### src/rtl/mvu_agu_ctrl_pkg.sv
// Shared widths, configuration bundle and FSM state type for the MVU address generator.
// Optional stall counter is enabled by defining MVU_AGU_PERFCNT_EN.
package mvu_agu_ctrl_pkg;

  localparam int BADDR   = 15;
  localparam int BJUMP   = 15;
  localparam int BLENGTH = 15;
  localparam int BCNTDWN = 29;
  localparam int NJUMPS  = 5;
  localparam int NLOOPS  = NJUMPS - 1;
  localparam int BSEL    = $clog2(NJUMPS);

  typedef struct packed {
    logic [BADDR-1:0]                 base;
    logic [NJUMPS-1:0][BJUMP-1:0]     jump;
    logic [NLOOPS-1:0][BLENGTH-1:0]   length;
    logic [BCNTDWN-1:0]               countdown;
  } agu_cfg_t;

  typedef enum logic [1:0] {
    IDLE,
    RUN,
    DONE
  } agu_state_e;

endpackage

### src/rtl/mvu_agu_ctrl_if.sv
// Address stream toward the bank read port: registered address with valid/ready.
interface mvu_agu_ctrl_if;
  import mvu_agu_ctrl_pkg::*;

  logic [BADDR-1:0] addr;
  logic             addr_valid;
  logic             addr_ready;

  modport master (output addr, output addr_valid, input addr_ready);
  modport slave  (input addr, input addr_valid, output addr_ready);

endinterface

### src/rtl/mvu_agu_ctrl_loopcnt.sv
// Loop-counter cascade: picks the jump level for the next step and reloads/decrements counters.
module mvu_agu_ctrl_loopcnt
  import mvu_agu_ctrl_pkg::*;
(
  input  logic                           clk,
  input  logic                           rst,
  input  logic                           load_i,
  input  logic                           beat_i,
  input  logic [NLOOPS-1:0][BLENGTH-1:0] len_i,
  output logic [BSEL-1:0]                sel_o
);

  logic [NLOOPS-1:0][BLENGTH-1:0] len_q;
  logic [NLOOPS-1:0][BLENGTH-1:0] cnt_q;

  // Innermost non-exhausted level wins; all exhausted selects the outermost jump.
  always_comb begin
    sel_o = BSEL'(NLOOPS);
    for (int k = NLOOPS - 1; k >= 0; k--) begin
      if (cnt_q[k] != '0) sel_o = BSEL'(k);
    end
  end

  always_ff @(posedge clk or posedge rst) begin
    if (rst) begin
      len_q <= '0;
      cnt_q <= '0;
    end else if (load_i) begin
      len_q <= len_i;
      cnt_q <= len_i;
    end else if (beat_i) begin
      for (int k = 0; k < NLOOPS; k++) begin
        if (BSEL'(k) < sel_o)       cnt_q[k] <= len_q[k];
        else if (BSEL'(k) == sel_o) cnt_q[k] <= cnt_q[k] - BLENGTH'(1);
      end
    end
  end

endmodule

### src/rtl/mvu_agu_ctrl.sv
// Nested-loop address generator/sequencer for one MVU bank read port.
// Define MVU_AGU_PERFCNT_EN to build the saturating stall counter.
module mvu_agu_ctrl
  import mvu_agu_ctrl_pkg::*;
(
  input  logic                           clk,
  input  logic                           rst,
  input  logic                           start_i,
  input  logic                           abort_i,
  input  logic [BADDR-1:0]               cfg_base_i,
  input  logic [NJUMPS-1:0][BJUMP-1:0]   cfg_jump_i,
  input  logic [NLOOPS-1:0][BLENGTH-1:0] cfg_length_i,
  input  logic [BCNTDWN-1:0]             cfg_countdown_i,
  mvu_agu_ctrl_if.master                 addr_if,
  output logic                           busy_o,
  output logic                           done_o,
  output logic [31:0]                    stall_cnt_o
);

  agu_cfg_t                     cfg_w;
  agu_state_e                   state_q;
  logic [BADDR-1:0]             addr_q;
  logic                         valid_q;
  logic                         busy_q;
  logic                         done_q;
  logic [BCNTDWN-1:0]           cnt_q;
  logic [NJUMPS-1:0][BJUMP-1:0] jump_q;
  logic [BSEL-1:0]              sel;
  logic [BADDR-1:0]             jump_ext;
  logic                         beat;
  logic                         accept;
  logic                         adv;

  assign cfg_w.base      = cfg_base_i;
  assign cfg_w.jump      = cfg_jump_i;
  assign cfg_w.length    = cfg_length_i;
  assign cfg_w.countdown = cfg_countdown_i;

  assign beat     = valid_q & addr_if.addr_ready;
  assign accept   = (state_q == IDLE) & start_i & ~abort_i;
  // The last beat finishes the job, so it does not advance the loop state.
  assign adv      = beat & ~abort_i & (cnt_q != BCNTDWN'(1));
  assign jump_ext = BADDR'($signed(jump_q[sel]));

  mvu_agu_ctrl_loopcnt u_loopcnt (
    .clk    (clk),
    .rst    (rst),
    .load_i (accept),
    .beat_i (adv),
    .len_i  (cfg_w.length),
    .sel_o  (sel)
  );

  always_ff @(posedge clk or posedge rst) begin
    if (rst) begin
      state_q <= IDLE;
      addr_q  <= '0;
      valid_q <= 1'b0;
      busy_q  <= 1'b0;
      done_q  <= 1'b0;
      cnt_q   <= '0;
      jump_q  <= '0;
    end else begin
      done_q <= 1'b0;
      if (abort_i) begin
        state_q <= IDLE;
        valid_q <= 1'b0;
        busy_q  <= 1'b0;
      end else begin
        case (state_q)
          IDLE: begin
            if (start_i) begin
              jump_q <= cfg_w.jump;
              if (cfg_w.countdown != '0) begin
                state_q <= RUN;
                addr_q  <= cfg_w.base;
                cnt_q   <= cfg_w.countdown;
                valid_q <= 1'b1;
                busy_q  <= 1'b1;
              end else begin
                state_q <= DONE;
                done_q  <= 1'b1;
              end
            end
          end
          RUN: begin
            if (beat) begin
              cnt_q <= cnt_q - BCNTDWN'(1);
              if (cnt_q == BCNTDWN'(1)) begin
                state_q <= DONE;
                valid_q <= 1'b0;
                busy_q  <= 1'b0;
                done_q  <= 1'b1;
              end else begin
                addr_q <= addr_q + jump_ext;
              end
            end
          end
          DONE: state_q <= IDLE;
          default: begin
            state_q <= IDLE;
            valid_q <= 1'b0;
            busy_q  <= 1'b0;
          end
        endcase
      end
    end
  end

  assign addr_if.addr       = addr_q;
  assign addr_if.addr_valid = valid_q;
  assign busy_o             = busy_q;
  assign done_o             = done_q;

`ifdef MVU_AGU_PERFCNT_EN
  logic [31:0] stall_q;

  always_ff @(posedge clk or posedge rst) begin
    if (rst) begin
      stall_q <= '0;
    end else if (accept) begin
      stall_q <= '0;
    end else if (valid_q && !addr_if.addr_ready && (stall_q != '1)) begin
      stall_q <= stall_q + 32'd1;
    end
  end

  assign stall_cnt_o = stall_q;
`else
  assign stall_cnt_o = '0;
`endif

endmodule

### src/flat_wrapper.sv
// flat-port wrapper written by rule: the top's interface ports become plain ports
module mvu_agu_ctrl_flat import mvu_agu_ctrl_pkg::*;
  (clk, rst, start_i, abort_i, cfg_base_i, cfg_jump_i, cfg_length_i, cfg_countdown_i, busy_o, done_o, stall_cnt_o, addr_if_addr, addr_if_addr_valid, addr_if_addr_ready);
  mvu_agu_ctrl_if addr_if_i ();
  input  logic clk;
  input  logic rst;
  input  logic start_i;
  input  logic abort_i;
  input  logic [BADDR-1:0] cfg_base_i;
  input  logic [NJUMPS-1:0][BJUMP-1:0] cfg_jump_i;
  input  logic [NLOOPS-1:0][BLENGTH-1:0] cfg_length_i;
  input  logic [BCNTDWN-1:0] cfg_countdown_i;
  output logic busy_o;
  output logic done_o;
  output logic [31:0] stall_cnt_o;
  output wire logic [$bits(addr_if_i.addr)-1:0] addr_if_addr;
  output wire logic [$bits(addr_if_i.addr_valid)-1:0] addr_if_addr_valid;
  input wire logic [$bits(addr_if_i.addr_ready)-1:0] addr_if_addr_ready;
  assign addr_if_addr = addr_if_i.addr;
  assign addr_if_addr_valid = addr_if_i.addr_valid;
  assign addr_if_i.addr_ready = addr_if_addr_ready;
  mvu_agu_ctrl u_core (.clk(clk), .rst(rst), .start_i(start_i), .abort_i(abort_i), .cfg_base_i(cfg_base_i), .cfg_jump_i(cfg_jump_i), .cfg_length_i(cfg_length_i), .cfg_countdown_i(cfg_countdown_i), .addr_if(addr_if_i), .busy_o(busy_o), .done_o(done_o), .stall_cnt_o(stall_cnt_o));
endmodule
### config.mk
export PLATFORM = sky130hd
export DESIGN_NAME = mvu_agu_ctrl_flat
export DESIGN_NICKNAME = d
export VERILOG_FILES = /design/src/rtl/mvu_agu_ctrl_pkg.sv /design/src/rtl/mvu_agu_ctrl_if.sv /design/src/rtl/mvu_agu_ctrl_loopcnt.sv /design/src/rtl/mvu_agu_ctrl.sv /design/src/flat_wrapper.sv
export SDC_FILE = /design/constraint.sdc
export NUM_CORES = 1
export LEC_CHECK = 0
export CAP_MARGIN = 5
export CORE_MARGIN = 4
export CORE_UTILIZATION = 45
export DETAILED_ROUTE_END_ITERATION = 16
export DONT_BUFFER_PORTS = 1
export GPL_TIMING_DRIVEN = 0
export PLACE_DENSITY = 0.61
export SYNTH_ARGS = -nofsm -noshare
export SYNTH_HDL_FRONTEND = slang
export SYNTH_SLANG_ARGS = --single-unit
### constraint.sdc
create_clock -name clk -period 18.96 [get_ports clk]
set_clock_uncertainty 0.05 [all_clocks]
set_input_delay 1.896 -clock clk [delete_from_list [all_inputs] [get_ports clk]]
set_output_delay 1.896 -clock clk [all_outputs]
set_load 0.01 [all_outputs]
==> impl_table.tex <==
\begin{tabular}{lr}
\hline
Metric & Value \\
\hline
\multicolumn{2}{l}{\textbf{Cells and area}} \\
\quad Count of antenna diodes in the layout & 0 \\
\quad Layout cells sized above 1 & 7.15\% \\
\quad \# fillers & 2864 \\
\quad \# nets final & 1923 \\
\quad Fin util & 51.2\% \\
\quad Area Overhead vs Synth & 12.5\% \\
\quad Non-filler instance count after layout & 2125 \\
\multicolumn{2}{l}{\textbf{Worst setup path}} \\
\quad Source of the critical timing path & u\_core.u\_loopcnt.cnt\_q[27] \\
\quad Crit end category & flip-flop \\
\quad Logic depth of the worst register-to-register path & 15 \\
\quad Worst R2R End & u\_core.addr\_if.addr[14] \\
\quad Startpoint of the most critical register-to-register path & u\_core.u\_loopcnt.cnt\_q[27] \\
\quad End point of the critical path & u\_core.addr\_if.addr[14] \\
\quad Data required time at the worst endpoint & 19.33 ns \\
\quad Setup CP Type & flip-flop to flip-flop \\
\quad Setup slack of the most critical reg-to-reg path & 13.75 ns \\
\quad Signal arrival time at the worst endpoint & 5.58 ns \\
\quad Maximum fanout along the worst path & 8 \\
\quad Critical path startpoint category & flip-flop \\
\multicolumn{2}{l}{\textbf{Clocking}} \\
\quad Deepest clock path buffer count & 3 \\
\quad Clock sink total & 243 \\
\quad Hold-fix buffers at CTS & 0 \\
\quad CTS tree & done \\
\quad Clock Root Buffer & sky130\_fd\_sc\_hd\_\_clkbuf\_16 \\
\quad Clock slew at the register clock pins of the worst setup and hold paths & 0.06 ns \\
\quad Setup Fix Bufs, Post-CTS & 0 \\
\quad Number of H-tree levels & 1 \\
\quad Total CTS buffers & 29 \\
\quad Worst-Skew Late Latency & 0.55 ns \\
\quad CTS resizes & 0 \\
\multicolumn{2}{l}{\textbf{Placement}} \\
\quad Instance count after placement with tap cells included & 2072 \\
\quad Routability congestion estimate from global placement & 0.857 \\
\quad Number of buffers inserted by port buffering & 0 \\
\quad HPWL after detailed placement & 29700 um \\
\multicolumn{2}{l}{\textbf{STA}} \\
\quad Period Utilization, post-route & 27.5\% \\
\quad RSZ-0062 raised after global routing & no \\
\quad Final count of hold timing violations & 0 \\
\quad Post-layout min period & 5.21 ns \\
\quad Final setup viols & 0 \\
\quad Rel. slew slack & 29.5\% \\
\quad Setup TNS after final layout & 0 ns \\
\quad Max-slew violation total from the final report & 0 \\
\quad Fmax & 192 MHz \\
\quad Slew @ Worst Pin & 1.05 ns \\
\multicolumn{2}{l}{\textbf{Power and ir drop}} \\
\quad Cell Pwr Density & 115 mW/mm\^{}2 \\
\quad Part of the power in combinational logic & 23.5\% \\
\quad Leak & 6.87 nW \\
\quad Switching Fraction & 32.9\% \\
\quad Net switching power & 0.570 mW \\
\quad Internal power contribution & 1.17 mW \\
\quad Fraction of power consumed by sequential logic & 42.8\% \\
\quad Clock network fraction of total power & 33.7\% \\
\quad Largest vdd supply drop & 0.0708 mV \\
\multicolumn{2}{l}{\textbf{Drt}} \\
\quad Final antenna-violating net count & 0 \\
\quad Average wire per standard cell & 19.1 um \\
\quad Via count & 11.9k \\
\quad Violation count after the first detailed-route iteration & 884 \\
\quad Number of search-and-repair iterations in the first detailed-routing pass & 6 \\
\quad Total Routed Length & 40500 um \\
\quad Final routed DRC violation total & 0 \\
\quad Via count normalized by instance count & 5.61 \\
\multicolumn{2}{l}{\textbf{Global routing}} \\
\quad Global-route wire length before repair & 64900 um \\
\quad Leftover overflow at the end of global routing & 0 \\
\quad Total global routing track utilization & 24.1\% \\
\quad Pin count of the biggest net entering global routing & 120 \\
\quad Number of global-route vias before repair & 11.8k \\
\quad Number of antenna violations at the first check in global routing & 3 \\
\multicolumn{2}{l}{\textbf{Die}} \\
\quad X dimension of the die & 181 um \\
\quad Core Area & 0.0296 mm\^{}2 \\
\quad Effective utilization at floorplan & 45.5\% \\
\quad Floorplan die area & 0.0327 mm\^{}2 \\
\quad Vertical extent of the die & 181 um \\
\quad Floorplan row count & 63 \\
\quad Top-level I/O count & 234 \\
\multicolumn{2}{l}{\textbf{Run}} \\
\quad Number of max-cap violations & 0 \\
\multicolumn{2}{l}{\textbf{Logic synthesis}} \\
\quad Cell count after synthesis & 1649 \\
\quad Syn\_area\_per\_cell & 8.16 um\^{}2 \\
\quad Share of flip-flops with an asynchronous set or reset & 100\% \\
\quad Main synth FF type & sky130\_fd\_sc\_hd\_\_dfrtp\_1 \\
\quad Fraction of the yosys area taken by sequential cells & 45.2\% \\
\quad Total standard cell area after synthesis & 0.0135 mm\^{}2 \\
\quad Synthesized flop and latch total & 243 \\
\quad Post-synthesis cell type count & 69 \\
\quad Count of flip-flops with a built-in enable after synthesis & 0 \\
\quad Number of synthesis warnings & 0 \\
\multicolumn{2}{l}{\textbf{Run status}} \\
\quad Result of the run & finished clean \\
\multicolumn{2}{l}{\textbf{Hold path}} \\
\quad Hold Path Class & flip-flop to flip-flop \\
\hline
\end{tabular}
==> logic make-up (layout without fill, tap and decap cells) <==
group | Yosys count | count (layout) | synth area share [%]
other cells | 1 | 32 | 0.0279
flops | 243 | 243 | 45.2
compound gates | 377 | 377 | 17.6
fa+ha+maj | 26 | 26 | 2.47
simple gates | 811 | 811 | 26.6
buf+inv | 148 | 203 | 5.27
mux | 2 | 2 | 0.167
xor+xnor | 41 | 41 | 2.67
==> power groups by stage <==
stage	clock (mW)	combinational (mW)	sequential [mW]
after detailed placement	0	0.406	0.748
after global routing	0.616	0.469	0.761
after floorplan	0	0.327	0.719
after CTS	0.596	0.408	0.741
final	0.585	0.408	0.743
after global placement	0	0.395	0.746
==> area by class of cell <==
type,instances,area [um^2],area share (%)
Timing Repair Buffer,2,55.1,0.364
Multi-Input combinational cell,1289,6780,44.8
Buffer,129,638,4.22
Inverter,19,78.8,0.521
Clock inverter,8,118,0.777
Sequential cell,243,6080,40.2
Clock buffer,45,896,5.92
Tap cell,390,488,3.22
==> metrics by stage <==
step                      hold WS (ns)  instance area, um^2  power (mW)  worst slack (ns)
after floorplan                  0.387                13600        1.05             10.34
after global placement           0.402                14100        1.14              7.23
after detailed placement         0.405                14100        1.15             13.75
after CTS                        0.420                15100        1.75             13.72
after global routing             0.444                15100        1.85             13.26
final                            0.416                15100        1.74             13.75
==> synth_stat cells (4+ instances only) <==
master                     instances  area (um^2)
sky130_fd_sc_hd__a211oi_1         17          128
sky130_fd_sc_hd__or4_1             6         45.0
sky130_fd_sc_hd__o21ai_0         104          521
sky130_fd_sc_hd__o41ai_1           4         35.0
sky130_fd_sc_hd__o21a_1           16          120
sky130_fd_sc_hd__nor3_1           35          175
sky130_fd_sc_hd__nand4_1          10         62.6
sky130_fd_sc_hd__dfrtp_1         243         6080
sky130_fd_sc_hd__o22ai_1          19          119
sky130_fd_sc_hd__a21oi_1          66          330
sky130_fd_sc_hd__nand3_1          33          165
sky130_fd_sc_hd__xnor2_1          27          236
sky130_fd_sc_hd__o311ai_1          9         78.8
sky130_fd_sc_hd__and2_1            7         43.8
sky130_fd_sc_hd__and3_1            7         43.8
sky130_fd_sc_hd__inv_1            19         71.3
sky130_fd_sc_hd__a22o_1            4         35.0
sky130_fd_sc_hd__or3_1             6         37.5
sky130_fd_sc_hd__nor3b_1           5         37.5
sky130_fd_sc_hd__nor4_1           21          131
sky130_fd_sc_hd__nor4_4            7          149
sky130_fd_sc_hd__buf_1             8         30.0
sky130_fd_sc_hd__a21boi_0         11         82.6
sky130_fd_sc_hd__a21boi_1          5         37.5
sky130_fd_sc_hd__clkbuf_1         69          259
sky130_fd_sc_hd__ha_1             25          313
sky130_fd_sc_hd__nor2b_1           4         25.0
sky130_fd_sc_hd__o21ai_1           5         25.0
sky130_fd_sc_hd__buf_2            18         90.1
sky130_fd_sc_hd__o22a_1            5         43.8
sky130_fd_sc_hd__a31oi_1          36          225
sky130_fd_sc_hd__o31ai_1           5         37.5
sky130_fd_sc_hd__nand2_1         508         1910
sky130_fd_sc_hd__nor2_1          137          514
sky130_fd_sc_hd__buf_4            33          248
sky130_fd_sc_hd__xor2_1           14          123
sky130_fd_sc_hd__a22oi_1          24          180
sky130_fd_sc_hd__o211ai_1         30          225
==> sequential cells by signal (all words and copies together), names as in the netlist <==
name	flops
u_core.state_q	2
u_core.addr_if.addr	15
u_core.addr_if.addr_valid	1
u_core.u_loopcnt.len_q	60
u_core.jump_q	75
u_core.cnt_q	29
u_core.u_loopcnt.cnt_q	60
u_core.done_o	1
==> metal layers <==
layer | part of all wire, % | GRT usage, % | vias up
li1 | - | - | 5779
met1 | 44 | 33.4 | 5724
met2 | 46 | 38.8 | 345
met4 | 2.9 | 6.60 | 6
met3 | 6.3 | 5.03 | 70
met5 | 0.10 | 0 | -
==> cell usage in the layout (no fill, tap or decap), types with 27 or more instances in the layout <==
cell,n
sky130_fd_sc_hd__o211ai_1,30
sky130_fd_sc_hd__nand2_1,508
sky130_fd_sc_hd__o21ai_0,104
sky130_fd_sc_hd__nor2_1,137
sky130_fd_sc_hd__conb_1,32
sky130_fd_sc_hd__clkbuf_16,29
sky130_fd_sc_hd__a21oi_1,66
sky130_fd_sc_hd__clkbuf_1,74
sky130_fd_sc_hd__dfrtp_1,243
sky130_fd_sc_hd__nor3_1,35
sky130_fd_sc_hd__a31oi_1,36
sky130_fd_sc_hd__nand3_1,33
sky130_fd_sc_hd__xnor2_1,27
sky130_fd_sc_hd__buf_4,33
==> how the worst min path moves through the flow <==
stage / from / endpoint / slack, ns / cells after the start
after floorplan: u_core.jump_q[74] / u_core.jump_q[74] / 0.39 / 2
after global placement: u_core.jump_q[74] / u_core.jump_q[74] / 0.40 / 2
after detailed placement: u_core.jump_q[74] / u_core.jump_q[74] / 0.41 / 2
after CTS: u_core.jump_q[74] / u_core.jump_q[74] / 0.42 / 2
after global routing: u_core.jump_q[38] / u_core.jump_q[38] / 0.44 / 2
final: u_core.jump_q[74] / u_core.jump_q[74] / 0.42 / 2
==> worst max-delay path: stages, from the launching register on <==
cell,delay (ns)
sky130_fd_sc_hd__dfrtp_1,0.41
sky130_fd_sc_hd__nor3_1,0.56
sky130_fd_sc_hd__nand4_4,0.30
sky130_fd_sc_hd__or2_1,0.28
sky130_fd_sc_hd__clkbuf_1,0.21
sky130_fd_sc_hd__nor2_1,0.54
sky130_fd_sc_hd__a21boi_0,0.30
sky130_fd_sc_hd__ha_1,0.31
sky130_fd_sc_hd__fa_1,0.43
sky130_fd_sc_hd__a211oi_1,0.32
sky130_fd_sc_hd__o21a_1,0.22
sky130_fd_sc_hd__o211ai_1,0.15
sky130_fd_sc_hd__a311oi_1,0.34
sky130_fd_sc_hd__nor3_1,0.10
sky130_fd_sc_hd__o2111ai_1,0.19
sky130_fd_sc_hd__or3b_1,0.35
Power figures use the tool's default switching activity.
